$ cat src/rtl/axis_pkg.sv
// Shared types and byte-lane helpers for the AXI-Stream header editor.
// Helper functions operate on a fixed maximum lane count; callers size-cast the results.
package axis_pkg;

  localparam int MAX_BYTES = 128;
  localparam int PCW       = 8;

  typedef logic [PCW-1:0]       cnt_t;
  typedef logic [MAX_BYTES-1:0] mask_t;

  typedef enum logic [1:0] {
    IDLE,
    PRIME,
    STREAM,
    FLUSH
  } state_e;

  function automatic cnt_t popcount_keep(input mask_t keep);
    cnt_t c;
    c = '0;
    for (int i = 0; i < MAX_BYTES; i++) c = c + cnt_t'(keep[i]);
    return c;
  endfunction

  // n ones packed against the top of an nbytes-wide lane mask
  function automatic mask_t left_mask(input cnt_t n, input cnt_t nbytes);
    mask_t m;
    m = '0;
    for (int i = 0; i < MAX_BYTES; i++)
      if (i < int'(nbytes) && i >= int'(nbytes) - int'(n)) m[i] = 1'b1;
    return m;
  endfunction

endpackage

$ cat src/rtl/axis_byte_aligner.sv
// Concatenate-and-select of the residual bytes with the incoming beat.
// Produces the full/last output beat, the left-aligned tail and their lane masks.
module axis_byte_aligner
  import axis_pkg::*;
#(
  parameter int DATA_WD      = 32,
  parameter int DATA_BYTE_WD = DATA_WD / 8,
  parameter int CNT_WD       = $clog2(DATA_BYTE_WD) + 1
) (
  input  logic [DATA_WD-1:0]      r_i,
  input  logic [CNT_WD-1:0]       o_i,
  input  logic [DATA_WD-1:0]      data_i,
  input  logic [DATA_BYTE_WD-1:0] keep_i,
  output logic [DATA_WD-1:0]      head_data_o,
  output logic [DATA_BYTE_WD-1:0] head_keep_o,
  output logic [DATA_WD-1:0]      tail_data_o,
  output logic [DATA_BYTE_WD-1:0] tail_keep_o,
  output cnt_t                    total_o
);

  localparam cnt_t NB = cnt_t'(DATA_BYTE_WD);

  logic [CNT_WD+2:0]    shamt;
  logic [DATA_WD-1:0]   head_raw;
  logic [DATA_WD-1:0]   tail_raw;

  always_comb begin
    shamt       = {o_i, 3'b000};
    // Residual bytes sit in the low o lanes of R and precede data_i on the wire
    head_raw    = DATA_WD'({r_i, data_i} >> shamt);
    tail_raw    = DATA_WD'({data_i, {DATA_WD{1'b0}}} >> shamt);
    total_o     = cnt_t'(o_i) + popcount_keep(mask_t'(keep_i));
    head_keep_o = DATA_BYTE_WD'(left_mask((total_o > NB) ? NB : total_o, NB));
    tail_keep_o = DATA_BYTE_WD'(left_mask((total_o > NB) ? (total_o - NB) : cnt_t'(0), NB));
    head_data_o = '0;
    tail_data_o = '0;
    for (int i = 0; i < DATA_BYTE_WD; i++) begin
      head_data_o[8*i +: 8] = head_raw[8*i +: 8] & {8{head_keep_o[i]}};
      tail_data_o[8*i +: 8] = tail_raw[8*i +: 8] & {8{tail_keep_o[i]}};
    end
  end

endmodule

$ cat src/rtl/axis_header_edit.sv
// Per-packet AXI-Stream header editor: prepends a header or strips leading bytes,
// repacking the stream so every non-last output beat is full.
module axis_header_edit
  import axis_pkg::*;
#(
  parameter int DATA_WD      = 32,
  parameter int DATA_BYTE_WD = DATA_WD / 8,
  parameter int CNT_WD       = $clog2(DATA_BYTE_WD) + 1
) (
  input  logic                    clk,
  input  logic                    rst_n,
  input  logic                    valid_in,
  input  logic [DATA_WD-1:0]      data_in,
  input  logic [DATA_BYTE_WD-1:0] keep_in,
  input  logic                    last_in,
  output logic                    ready_in,
  output logic                    valid_out,
  output logic [DATA_WD-1:0]      data_out,
  output logic [DATA_BYTE_WD-1:0] keep_out,
  output logic                    last_out,
  input  logic                    ready_out,
  input  logic                    valid_insert,
  input  logic [DATA_WD-1:0]      data_insert,
  input  logic [DATA_BYTE_WD-1:0] keep_insert,
  input  logic [CNT_WD-1:0]       byte_insert_cnt,
  input  logic                    mode_strip,
  output logic                    ready_insert,
  output logic                    pkt_drop
);

  localparam cnt_t              NB  = cnt_t'(DATA_BYTE_WD);
  localparam logic [CNT_WD-1:0] N_C = CNT_WD'(DATA_BYTE_WD);

  state_e                  state_q, state_d;
  logic [DATA_WD-1:0]      r_q, r_d;
  logic [CNT_WD-1:0]       o_q, o_d;
  logic                    valid_q, valid_d;
  logic [DATA_WD-1:0]      data_q, data_d;
  logic [DATA_BYTE_WD-1:0] keep_q, keep_d;
  logic                    last_q, last_d;
  logic                    drop_q, drop_d;

  logic                    load_en, beat_fire, cmd_fire;
  logic [CNT_WD-1:0]       ins_cnt, strip_cnt;
  logic [DATA_WD-1:0]      head_data, tail_data;
  logic [DATA_BYTE_WD-1:0] head_keep, tail_keep;
  cnt_t                    total;
  logic                    unused_keep_insert;

  assign unused_keep_insert = ^keep_insert;

  assign load_en      = !valid_q || ready_out;
  assign ready_in     = ((state_q == PRIME) || (state_q == STREAM)) && load_en;
  assign ready_insert = (state_q == IDLE);
  assign beat_fire    = valid_in && ready_in;
  assign cmd_fire     = valid_insert && ready_insert;

  // Out-of-range counts clamp to a full beat
  assign ins_cnt   = (byte_insert_cnt == '0 || byte_insert_cnt > N_C) ? N_C : byte_insert_cnt;
  assign strip_cnt = (byte_insert_cnt > N_C) ? N_C : byte_insert_cnt;

  assign valid_out = valid_q;
  assign data_out  = data_q;
  assign keep_out  = keep_q;
  assign last_out  = last_q;
  assign pkt_drop  = drop_q;

  axis_byte_aligner #(
    .DATA_WD     (DATA_WD),
    .DATA_BYTE_WD(DATA_BYTE_WD),
    .CNT_WD      (CNT_WD)
  ) u_aligner (
    .r_i        (r_q),
    .o_i        (o_q),
    .data_i     (data_in),
    .keep_i     (keep_in),
    .head_data_o(head_data),
    .head_keep_o(head_keep),
    .tail_data_o(tail_data),
    .tail_keep_o(tail_keep),
    .total_o    (total)
  );

  always_ff @(posedge clk or negedge rst_n) begin
    if (!rst_n) begin
      state_q <= IDLE;
      r_q     <= '0;
      o_q     <= '0;
      valid_q <= 1'b0;
      data_q  <= '0;
      keep_q  <= '0;
      last_q  <= 1'b0;
      drop_q  <= 1'b0;
    end else begin
      state_q <= state_d;
      r_q     <= r_d;
      o_q     <= o_d;
      valid_q <= valid_d;
      data_q  <= data_d;
      keep_q  <= keep_d;
      last_q  <= last_d;
      drop_q  <= drop_d;
    end
  end

  always_comb begin
    state_d = state_q;
    r_d     = r_q;
    o_d     = o_q;
    valid_d = valid_q;
    data_d  = data_q;
    keep_d  = keep_q;
    last_d  = last_q;
    drop_d  = 1'b0;
    if (load_en) valid_d = 1'b0;

    unique case (state_q)
      IDLE: begin
        if (cmd_fire) begin
          if (!mode_strip) begin
            r_d     = data_insert;
            o_d     = ins_cnt;
            state_d = STREAM;
          end else if (strip_cnt == '0) begin
            o_d     = '0;
            state_d = STREAM;
          end else begin
            o_d     = N_C - strip_cnt;
            state_d = PRIME;
          end
        end
      end
      PRIME: begin
        if (beat_fire) begin
          r_d = data_in;
          if (!last_in) begin
            state_d = STREAM;
          end else begin
            // Single-beat strip packet: whatever survives the strip is the whole output
            state_d = IDLE;
            if (total > NB) begin
              valid_d = 1'b1;
              data_d  = tail_data;
              keep_d  = tail_keep;
              last_d  = 1'b1;
            end else begin
              drop_d = 1'b1;
            end
          end
        end
      end
      STREAM: begin
        if (beat_fire) begin
          valid_d = 1'b1;
          data_d  = head_data;
          keep_d  = head_keep;
          if (!last_in) begin
            last_d = 1'b0;
            r_d    = data_in;
          end else if (total <= NB) begin
            last_d  = 1'b1;
            state_d = IDLE;
          end else begin
            last_d  = 1'b0;
            r_d     = tail_data;
            o_d     = CNT_WD'(total - NB);
            state_d = FLUSH;
          end
        end
      end
      FLUSH: begin
        if (load_en) begin
          valid_d = 1'b1;
          data_d  = r_q;
          keep_d  = DATA_BYTE_WD'(left_mask(cnt_t'(o_q), NB));
          last_d  = 1'b1;
          state_d = IDLE;
        end
      end
      default: state_d = IDLE;
    endcase
  end

endmodule
$ cat config.mk
export PLATFORM = sky130hd
export DESIGN_NAME = axis_header_edit
export DESIGN_NICKNAME = d
export VERILOG_FILES = /design/src/rtl/axis_pkg.sv /design/src/rtl/axis_byte_aligner.sv /design/src/rtl/axis_header_edit.sv
export SDC_FILE = /design/constraint.sdc
export NUM_CORES = 1
export LEC_CHECK = 0
export BUFFER_PORTS_ARGS = -buffer_cell sky130_fd_sc_hd__buf_2
export CORE_ASPECT_RATIO = 1.4
export CORE_MARGIN = 1.5
export CORE_UTILIZATION = 55
export DETAILED_ROUTE_END_ITERATION = 8
export PLACE_DENSITY = 0.76
export SLEW_MARGIN = 20
export SYNTH_ARGS = -nofsm -noshare
export SYNTH_HDL_FRONTEND = slang
export SYNTH_SLANG_ARGS = --single-unit
$ cat constraint.sdc
create_clock -name clk -period 14.6 [get_ports clk]
set_input_delay 0.73 -clock clk [delete_from_list [all_inputs] [get_ports clk]]
set_output_delay 0.73 -clock clk [all_outputs]
set_load 0.005 [all_outputs]
==> results of run 1 <==
## worst reg2reg max path: cells and delay by family, from the launching register on
family                   cells  cell delay (ns)
flip-flops                   1             0.94
AND/OR/NAND/NOR              4             0.96
buffers and inverters        4             0.64
multiplexers                 1             0.35
adder cells (fa/ha/maj)      6             2.01
AO/OA/AOI/OAI                3             1.68
## Yosys cell counts, drive strengths merged, types with 4 or more instances
library cell,count
a21oi,51
nor2b,23
o211ai,12
o221ai,20
ha,28
and2,11
a22oi,27
a21o,6
nor2,55
inv,29
a2111oi,8
a31oi,8
o21ai,48
mux4,20
a211oi,16
dfrtp,76
nor3,10
a221oi,15
a221o,13
o22a,13
o21a,4
mux2,57
o32ai,8
o22ai,8
nand2b,8
nand2,89
o31ai,29
or2,4
clkbuf,41
mux2i,52
nand3,14
buf,35
and3b,18
## final cells by class
class / count / area [µm²]
multi-input combinational: 717 / 5520
fill: 1258 / 5110
sequential: 76 / 1910
timing repair buffer: 129 / 676
clock buffer: 12 / 256
tap: 185 / 231
inverter: 30 / 113
clock inverter: 4 / 95.1
## final timing paths
kind                       cells after the start                      from                        to  slack [ns]
setup / recovery                              18        o_q[0]$_DFFE_PN0P_  data_out[15]$_DFFE_PN0P_        7.90
hold reg to reg                                1  data_out[19]$_DFFE_PN0P_  data_out[19]$_DFFE_PN0P_        0.50
hold / removal                                 1                     rst_n      last_out$_DFFE_PN0P_        0.16
max in group asynchronous                      2                     rst_n        o_q[0]$_DFFE_PN0P_       13.21
min in group clk                               1  data_out[19]$_DFFE_PN0P_  data_out[19]$_DFFE_PN0P_        0.50
setup reg to reg                              18        o_q[0]$_DFFE_PN0P_  data_out[15]$_DFFE_PN0P_        7.90
## state kept, by name, summed over array words and instances (netlist names)
signal and cells:
r_q 32, o_q 3, last_out 1, pkt_drop 1
keep_out 4, data_out 32, state_q 2, valid_out 1
## cells by family after synthesis
kind of cell,count (synthesis)
AOI/OAI and AO/OA,302
xor gates and xnor gates,2
adders and majority gates,30
buffers and inverters,106
DFF,76
muxes,129
other,1
and+or+nand+nor,251
## placed cells by master, fill, tap and decap left out, types with 6 or more instances in the layout
master                      netlist  layout
sky130_fd_sc_hd__buf_2           25     117
sky130_fd_sc_hd__a21o_1           6       6
sky130_fd_sc_hd__a31oi_1          8       8
sky130_fd_sc_hd__o22ai_1          8       8
sky130_fd_sc_hd__a221oi_1        15      15
sky130_fd_sc_hd__mux2_4           7       7
sky130_fd_sc_hd__nand3_1         14      14
sky130_fd_sc_hd__o221ai_1        19      19
sky130_fd_sc_hd__a22oi_1         27      27
sky130_fd_sc_hd__a2111oi_0        8       8
sky130_fd_sc_hd__a211oi_1        16      16
sky130_fd_sc_hd__o211ai_1        12      12
sky130_fd_sc_hd__o22a_1          13      13
sky130_fd_sc_hd__o21ai_0         46      45
sky130_fd_sc_hd__nor2_1          55      54
sky130_fd_sc_hd__buf_4            2      12
sky130_fd_sc_hd__mux2_2          50      50
sky130_fd_sc_hd__a221o_1         13      13
sky130_fd_sc_hd__nand2b_1         8       8
sky130_fd_sc_hd__clkbuf_16        0       9
sky130_fd_sc_hd__nor3_1          10       9
sky130_fd_sc_hd__ha_1            28      28
sky130_fd_sc_hd__a21oi_1         51      50
sky130_fd_sc_hd__nor2b_1         23      23
sky130_fd_sc_hd__o31ai_1         29      29
sky130_fd_sc_hd__inv_1           28      28
sky130_fd_sc_hd__mux4_2          20      20
sky130_fd_sc_hd__and3b_1         18      18
sky130_fd_sc_hd__and2_1          11      10
sky130_fd_sc_hd__mux2i_1         52      51
sky130_fd_sc_hd__dfrtp_1         76      73
sky130_fd_sc_hd__nand2_1         89      89
sky130_fd_sc_hd__o32ai_1          8       8
## routing by layer
metal	wire, µm	up-vias	track usage
met2	12000	577	0.549
met5	0	-	0
met4	1700	0	0.230
met1	10200	3816	0.454
li1	-	3577	-
met3	2670	158	0.0689
## power by group through the flow
| stage | sequential (µW) | clock, µW | combinational, µW |
|---|---|---|---|
| after CTS | 403 | 272 | 1700 |
| final | 408 | 268 | 1750 |
| after global routing | 419 | 282 | 1880 |
| after global placement | 402 | 0 | 1650 |
| after floorplan | 358 | 0 | 1300 |
| after detailed placement | 406 | 0 | 1680 |
## through the flow
| stage | hold WS, ns | cells | worst slack (ns) |
|---|---|---|---|
| after floorplan | 0.434 | 899 | 9.60 |
| after global placement | 0.484 | 1137 | 8.25 |
| after detailed placement | 0.489 | 1137 | 8.13 |
| after CTS | 0.156 | 1153 | 8.09 |
| after global routing | 0.159 | 1153 | 7.51 |
| final | 0.161 | 1153 | 7.90 |
==> reports/qor.json, run 1 <==
{
  "grt_pass1_vias": 7559,
  "worstSetupPathType": "flip-flop to flip-flop",
  "core_mm2": 0.0139,
  "synth_compound_area_frac": 0.276,
  "path_delay_family": "adder cells",
  "leakagePower_uw": 0.00382,
  "transition_time_at_the_pin_with_the_least_slew_margin_ns": 1.05,
  "drt_first_pass_iters": 5,
  "grt.overflow.total": 0,
  "total_power_uw": 2420,
  "dominantRegCellSynth": "sky130_fd_sc_hd__dfrtp_1",
  "placement.io_buffers": 118,
  "peakVddDrop_mv": 0.249,
  "finalSetupViolations": 0,
  "synth.yosys.warnings": 0,
  "gp_congestion": 0.900,
  "critical_path.startpoint_type": "flip-flop",
  "cp.buffers_inverters": 4,
  "cts_tree": "done",
  "power.density_mw_per_mm2": 275,
  "worstPathRequired_ns": 14.83,
  "number_of_antenna_violations_at_the_first_check_in_global_routing": 0,
  "postCtsHoldBufs": 0,
  "synth.ff_latch_count": 76,
  "drive_gt1_frac": 0.248,
  "total_switching_power_uw": 1260,
  "number_of_maximum_capacitance_violations": 0,
  "area_leader_netlist": "sky130_fd_sc_hd__dfrtp_1",
  "fin_crit_ns": 6.70,
  "pwr-share-comb": 0.721,
  "synth_enable_flop_cells": 0,
  "timing.critical_path.slowest_stage_cell": "sky130_fd_sc_hd__dfrtp_4",
  "vias_per_cell": 7.05,
  "highest_achievable_clock_rate_mhz": 149,
  "hpwlAfterDp_um": 17600,
  "power_frac_clock": 0.111,
  "detail_route.iter0.violations": 909,
  "synth_simple_gate_area_frac": 0.162,
  "final.setup.tns_ns": 0,
  "synth_top_family_by_area": "compound AO/OA/AOI/OAI gates",
  "vias": 8128,
  "grt_max_degree": 75,
  "clk_pin_slew_worst_setup_hold_paths_ns": 0.06,
  "post_cts_resize_count": 0,
  "cp_common_cell": "sky130_fd_sc_hd__ha_1",
  "placed_cell_area_mm2": 0.00844,
  "cellInternalPower_uw": 1160,
  "seq_area_frac_synth": 0.243,
  "finalCritPeriodShare": 0.459,
  "critical_path.endpoint_type": "flip-flop",
  "drc": 0,
  "finalHoldViolCount": 0,
  "antenna_violating_nets_post_route": 0,
  "antennaDiodeCount": 0,
  "cp_slowest_stage_delay_ns": 0.94,
  "worst_hold_path_type": "input port to asynchronous set/reset pin",
  "syn-mean-instance-area_um2": 8.73,
  "sw_frac_of_total": 0.520,
  "area_share_of_fa_ha_maj_cells_after_synthesis": 0.0499,
  "clockBufferDepth": 2,
  "cell_count_after_synthesis": 897,
  "design_area_mm2": 0.00880,
  "tritoncts.num_buffers": 9,
  "post_cts.repair.setup_buffers": 0,
  "floorplan.die.width_um": 104,
  "clockRootBuffer": "sky130_fd_sc_hd__clkbuf_16",
  "cts-htree-levels": 3,
  "worst_skew_pair.late_latency_ns": 0.35,
  "final_core_util": 0.633,
  "die_height_um": 144,
  "yosys-top-cells-area": "sky130_fd_sc_hd__dfrtp_1 24%, sky130_fd_sc_hd__mux2_2 7.2%, sky130_fd_sc_hd__mux2i_1 6.6%, sky130_fd_sc_hd__mux4_2 5.8%, sky130_fd_sc_hd__ha_1 4.5%",
  "grt_setup_unrepaired": "false",
  "cts.sinks": 76,
  "area.growth.synth_to_final_pct": 12.4,
  "global_route.usage.total": 0.354,
  "crit_path_cell_trace": "inv_2 -> fa_1 -> inv_1 -> ha_1 -> inv_1 -> fa_1 -> or3b_1 -> o21ai_0 -> nor2_1 -> inv_1 -> ha_1 -> ha_1 -> or2_2 -> ha_1 -> nor2_1 -> a21oi_1 -> o221ai_1 -> mux2_2",
  "share_seq_of_total_power": 0.168,
  "proportion_of_synthesized_area_in_mux_cells": 0.209,
  "core.rowCount": 51,
  "netlist-cell-type-count": 66,
  "finish.net_count": 1075,
  "skew_ns": 0.00805,
  "synthXorXnorAreaFrac": 0.00224,
  "io-pin-count": 123,
  "dieArea_mm2": 0.0150,
  "yosysTopAreaCellShare": 0.243,
  "path_max_fanout": 57,
  "routed_length_per_instance_um": 23.1,
  "synth_area_mm2": 0.00783,
  "ys_async_sr_fraction": 1.00,
  "timing.max_slew.rel_slack": 0.299,
  "grt_first_pass_wirelength_um": 41600,
  "run_status": "completed",
  "slew_viol_final": 0,
  "initial_core_util": 0.563,
  "routed_wirelength_um": 26600,
  "data_arrival_time_of_the_worst_path_ns": 6.92
}
No activity file was read; power rests on OpenSTA's default activity.
==> run 2: changes to the inputs <==
clock period = 6.32 ns   (was 14.6 ns; I/O delays follow)
==> run 2 against run 1 <==
Maximum frequency grew 32%. Wire length fell by 1.8%. Clock-buffer cell count shrank 2. Critical path type unchanged. Critical endpoint is now data_out[8]$_DFFE_PN0P_.
==> reports/qor.json, run 2 (synthesized netlist as in run 1, its figures left out) <==
{
  "finish.net_count": {"value": 1082, "change": "+0.65%"},
  "routed_length_per_instance": {"value": 22.5, "unit": "µm", "change": "-2.3%"},
  "dp_cells": {"value": 1142, "change": "+0.44%"},
  "slew_viol_final": {"value": 0, "change": "unchanged"},
  "post_cts.repair.setup_buffers": {"value": 0, "change": "unchanged"},
  "path_max_fanout": {"value": 12, "change": "-79%"},
  "routed_wirelength": {"value": 26100, "unit": "µm", "change": "-1.8%"},
  "drt_first_pass_iters": {"value": 5, "change": "unchanged"},
  "vias_per_cell": {"value": 6.96, "change": "-1.3%"},
  "clockRootBuffer": "sky130_fd_sc_hd__clkbuf_16",
  "worstSetupStartpoint": "o_q[0]$_DFFE_PN0P_",
  "cts-htree-levels": {"value": 3, "change": "unchanged"},
  "layout.cells.most_common_list": "117 x sky130_fd_sc_hd__buf_2, 89 x sky130_fd_sc_hd__nand2_1, 73 x sky130_fd_sc_hd__dfrtp_1",
  "fillers": {"value": 1274, "change": "+1.3%"},
  "worst_setup_path_endpoint": "data_out[8]$_DFFE_PN0P_",
  "critical_path.endpoint_type": "flip-flop",
  "finalHoldViolCount": {"value": 0, "change": "unchanged"},
  "run_status": "completed",
  "antenna_violating_nets_post_route": {"value": 0, "change": "unchanged"},
  "transition_time_at_the_pin_with_the_least_slew_margin": {"value": 1.18, "unit": "ns", "change": "+0.133 ns"},
  "finalSetupViolations": {"value": 0, "change": "unchanged"},
  "post_cts_resize_count": {"value": 0, "change": "unchanged"},
  "data_arrival_time_of_the_worst_path": {"value": 5.38, "unit": "ns", "change": "-1.54 ns"},
  "hpwlAfterDp": {"value": 17700, "unit": "µm", "change": "+0.25%"},
  "leakagePower": {"value": 0.00383, "unit": "µW", "change": "+0.30%"},
  "skew": {"value": 0.00811, "unit": "ns", "change": "+0.0000567 ns"},
  "worst_skew_pair.late_latency": {"value": 0.35, "unit": "ns", "change": "about the same"},
  "power.density": {"value": 624, "unit": "mW/mm²", "change": "+130%"},
  "final.setup.tns": {"value": 0, "unit": "ns", "change": "unchanged"},
  "initial_core_util": {"value": 0.563, "change": "unchanged"},
  "antennaDiodeCount": {"value": 0, "change": "unchanged"},
  "r2r_setup_slack": {"value": 1.23, "unit": "ns", "change": "-6.68 ns"},
  "detail_route.iter0.violations": {"value": 958, "change": "+5.4%"},
  "layout.cells.non_filler": {"value": 1159, "change": "+0.52%"},
  "timing.max_slew.rel_slack": {"value": 0.212, "change": "-0.0874"},
  "number_of_antenna_violations_at_the_first_check_in_global_routing": {"value": 0, "change": "unchanged"},
  "peakVddDrop": {"value": 0.339, "unit": "mV", "change": "+36%"},
  "clk_pin_slew_worst_setup_hold_paths": {"value": 0.06, "unit": "ns", "change": "about the same"},
  "cts_tree": "done",
  "die_height": {"value": 144, "unit": "µm", "change": "unchanged"},
  "critical_path.startpoint_type": "flip-flop",
  "worstSetupPathType": "flip-flop to flip-flop",
  "core.rowCount": {"value": 51, "change": "unchanged"},
  "cts.sinks": {"value": 76, "change": "unchanged"},
  "global_route.usage.total": {"value": 0.349, "change": "-0.00540"},
  "mostFrequentLayoutCell": "sky130_fd_sc_hd__buf_2",
  "fin_crit": {"value": 5.09, "unit": "ns", "change": "-1.60 ns"},
  "worstReg2RegEnd": "data_out[8]$_DFFE_PN0P_",
  "dieArea": {"value": 0.0150, "unit": "mm²", "change": "unchanged"},
  "pwr-share-comb": {"value": 0.743, "change": "+0.022"},
  "cellInternalPower": {"value": 2620, "unit": "µW", "change": "+130%"},
  "worst_hold_path_type": "input port to flip-flop",
  "core": {"value": 0.0139, "unit": "mm²", "change": "unchanged"},
  "total_switching_power": {"value": 2870, "unit": "µW", "change": "+130%"},
  "worstPathRequired": {"value": 6.60, "unit": "ns", "change": "-8.23 ns"},
  "clockBufferDepth": {"value": 2, "change": "unchanged"},
  "grt_first_pass_wirelength": {"value": 40900, "unit": "µm", "change": "-1.5%"},
  "vias": {"value": 8062, "change": "-0.81%"},
  "grt_max_degree": {"value": 84, "change": "+12%"},
  "highest_achievable_clock_rate": {"value": 196, "unit": "MHz", "change": "+32%"},
  "sw_frac_of_total": {"value": 0.523, "change": "+0.00285"},
  "number_of_maximum_capacitance_violations": {"value": 0, "change": "unchanged"},
  "floorplan.die.width": {"value": 104, "unit": "µm", "change": "unchanged"},
  "finalCritPeriodShare": {"value": 0.806, "change": "+0.347"},
  "power_frac_clock": {"value": 0.096, "change": "-0.015"},
  "logic_depth_of_the_worst_register_to_register_path": {"value": 19, "change": "+1"},
  "rr_startpoint": "o_q[0]$_DFFE_PN0P_",
  "share_seq_of_total_power": {"value": 0.161, "change": "-0.007"},
  "grt.overflow.total": {"value": 0, "change": "unchanged"},
  "drc": {"value": 0, "change": "unchanged"},
  "gp_congestion": {"value": 0.919, "change": "+2.1%"},
  "grt_pass1_vias": {"value": 7520, "change": "-0.52%"},
  "io-pin-count": {"value": 123, "change": "unchanged"},
  "placement.io_buffers": {"value": 118, "change": "unchanged"},
  "grt_setup_unrepaired": "false",
  "area.growth.synth_to_final": {"value": 12.4, "unit": "%", "change": "about the same"},
  "tritoncts.num_buffers": {"value": 9, "change": "unchanged"},
  "drive_gt1_frac": {"value": 0.248, "change": "+0.000526"}
}
run 2: cell types whose count changed in the layout (fill, tap and decap cells not counted), sizes merged:
cell         before  now
buf             129  135
bufinv            3    1
clkbuf           12   10
clkinv            2    4
clkinvlp          0    1
dlygate4sd3       0    1
run 2: area by class of cell:
class	count	area, µm²	share of cell area
Clock inverter	5	52.6	0.00597
Clock buffer	10	239	0.0272
Inverter	30	113	0.0128
Multi-Input combinational cell	717	5510	0.626
Tap cell	185	231	0.0263
Sequential cell	76	1910	0.217
Timing Repair Buffer	136	751	0.0853
run 2: routing by layer:
| layer | track usage | wire length (µm) | vias up | part of all wire |
|---|---|---|---|---|
| met2 | 0.561 | 12100 | 573 | 0.46 |
| met1 | 0.459 | 9900 | 3777 | 0.38 |
| met4 | 0.179 | 1350 | 0 | 0.052 |
| met5 | 0 | 0 | - | 0 |
| li1 | - | - | 3593 | - |
| met3 | 0.0505 | 2790 | 119 | 0.11 |
run 2: timing repair:
action / 4_1_cts / 5_1_grt
endpoints found under the setup margin: 0 / 0
hold endpoints to repair: 0 / 19
hold buffers: 0 / 1
run 2: how the worst min path moves through the flow:
stage	to	slack, ns	cells past startpoint	startpoint
floorplan	data_out[0]$_DFFE_PN0P_	0.02	0	rst_n
global placement	data_out[20]$_DFFE_PN0P_	0.49	1	data_out[20]$_DFFE_PN0P_
detailed placement	data_out[29]$_DFFE_PN0P_	0.49	1	data_out[29]$_DFFE_PN0P_
CTS	pkt_drop$_DFF_PN0_	0.19	1	rst_n
global route	r_q[17]$_DFFE_PN0P_	0.26	3	data_insert[17]
finish	r_q[28]$_DFFE_PN0P_	0.24	3	data_insert[28]
run 2: stage by stage:
step	area, µm²	hold WS (ns)	util	power, µW	setup slack [ns]
after global routing	8800	0.262	0.633	5840	0.963
after global placement	8470	0.486	0.609	4780	1.21
after floorplan	7840	0.0204	-	3830	1.41
final	8800	0.240	0.633	5490	1.23
after CTS	8760	0.186	0.630	5390	1.32
after detailed placement	8470	0.489	0.609	4850	1.13
run 2: power groups by stage:
stage	logic [µW]	registers, µW	clock network [µW]
3_3_place_gp	3910	873	0
6_report	4080	885	526
2_1_floorplan	3010	827	0
5_1_grt	4380	904	557
3_5_place_dp	3970	881	0
4_1_cts	3990	872	531
run 2: critical path, stage by stage (launching register included):
cell and delay, ns:
sky130_fd_sc_hd__dfrtp_4 0.48, sky130_fd_sc_hd__inv_2 0.08, sky130_fd_sc_hd__fa_1 0.41, sky130_fd_sc_hd__inv_1 0.07, sky130_fd_sc_hd__ha_1 0.18, sky130_fd_sc_hd__inv_1 0.06
sky130_fd_sc_hd__fa_1 0.44, sky130_fd_sc_hd__or3b_1 0.23, sky130_fd_sc_hd__o21a_1 0.37, sky130_fd_sc_hd__and2_1 0.24, sky130_fd_sc_hd__inv_1 0.07, sky130_fd_sc_hd__ha_1 0.22
sky130_fd_sc_hd__ha_1 0.18, sky130_fd_sc_hd__or2_2 0.29, sky130_fd_sc_hd__ha_1 0.34, sky130_fd_sc_hd__nor2_1 0.55, sky130_fd_sc_hd__a21oi_1 0.08, sky130_fd_sc_hd__buf_4 0.21
sky130_fd_sc_hd__o221ai_1 0.29, sky130_fd_sc_hd__mux2_2 0.22
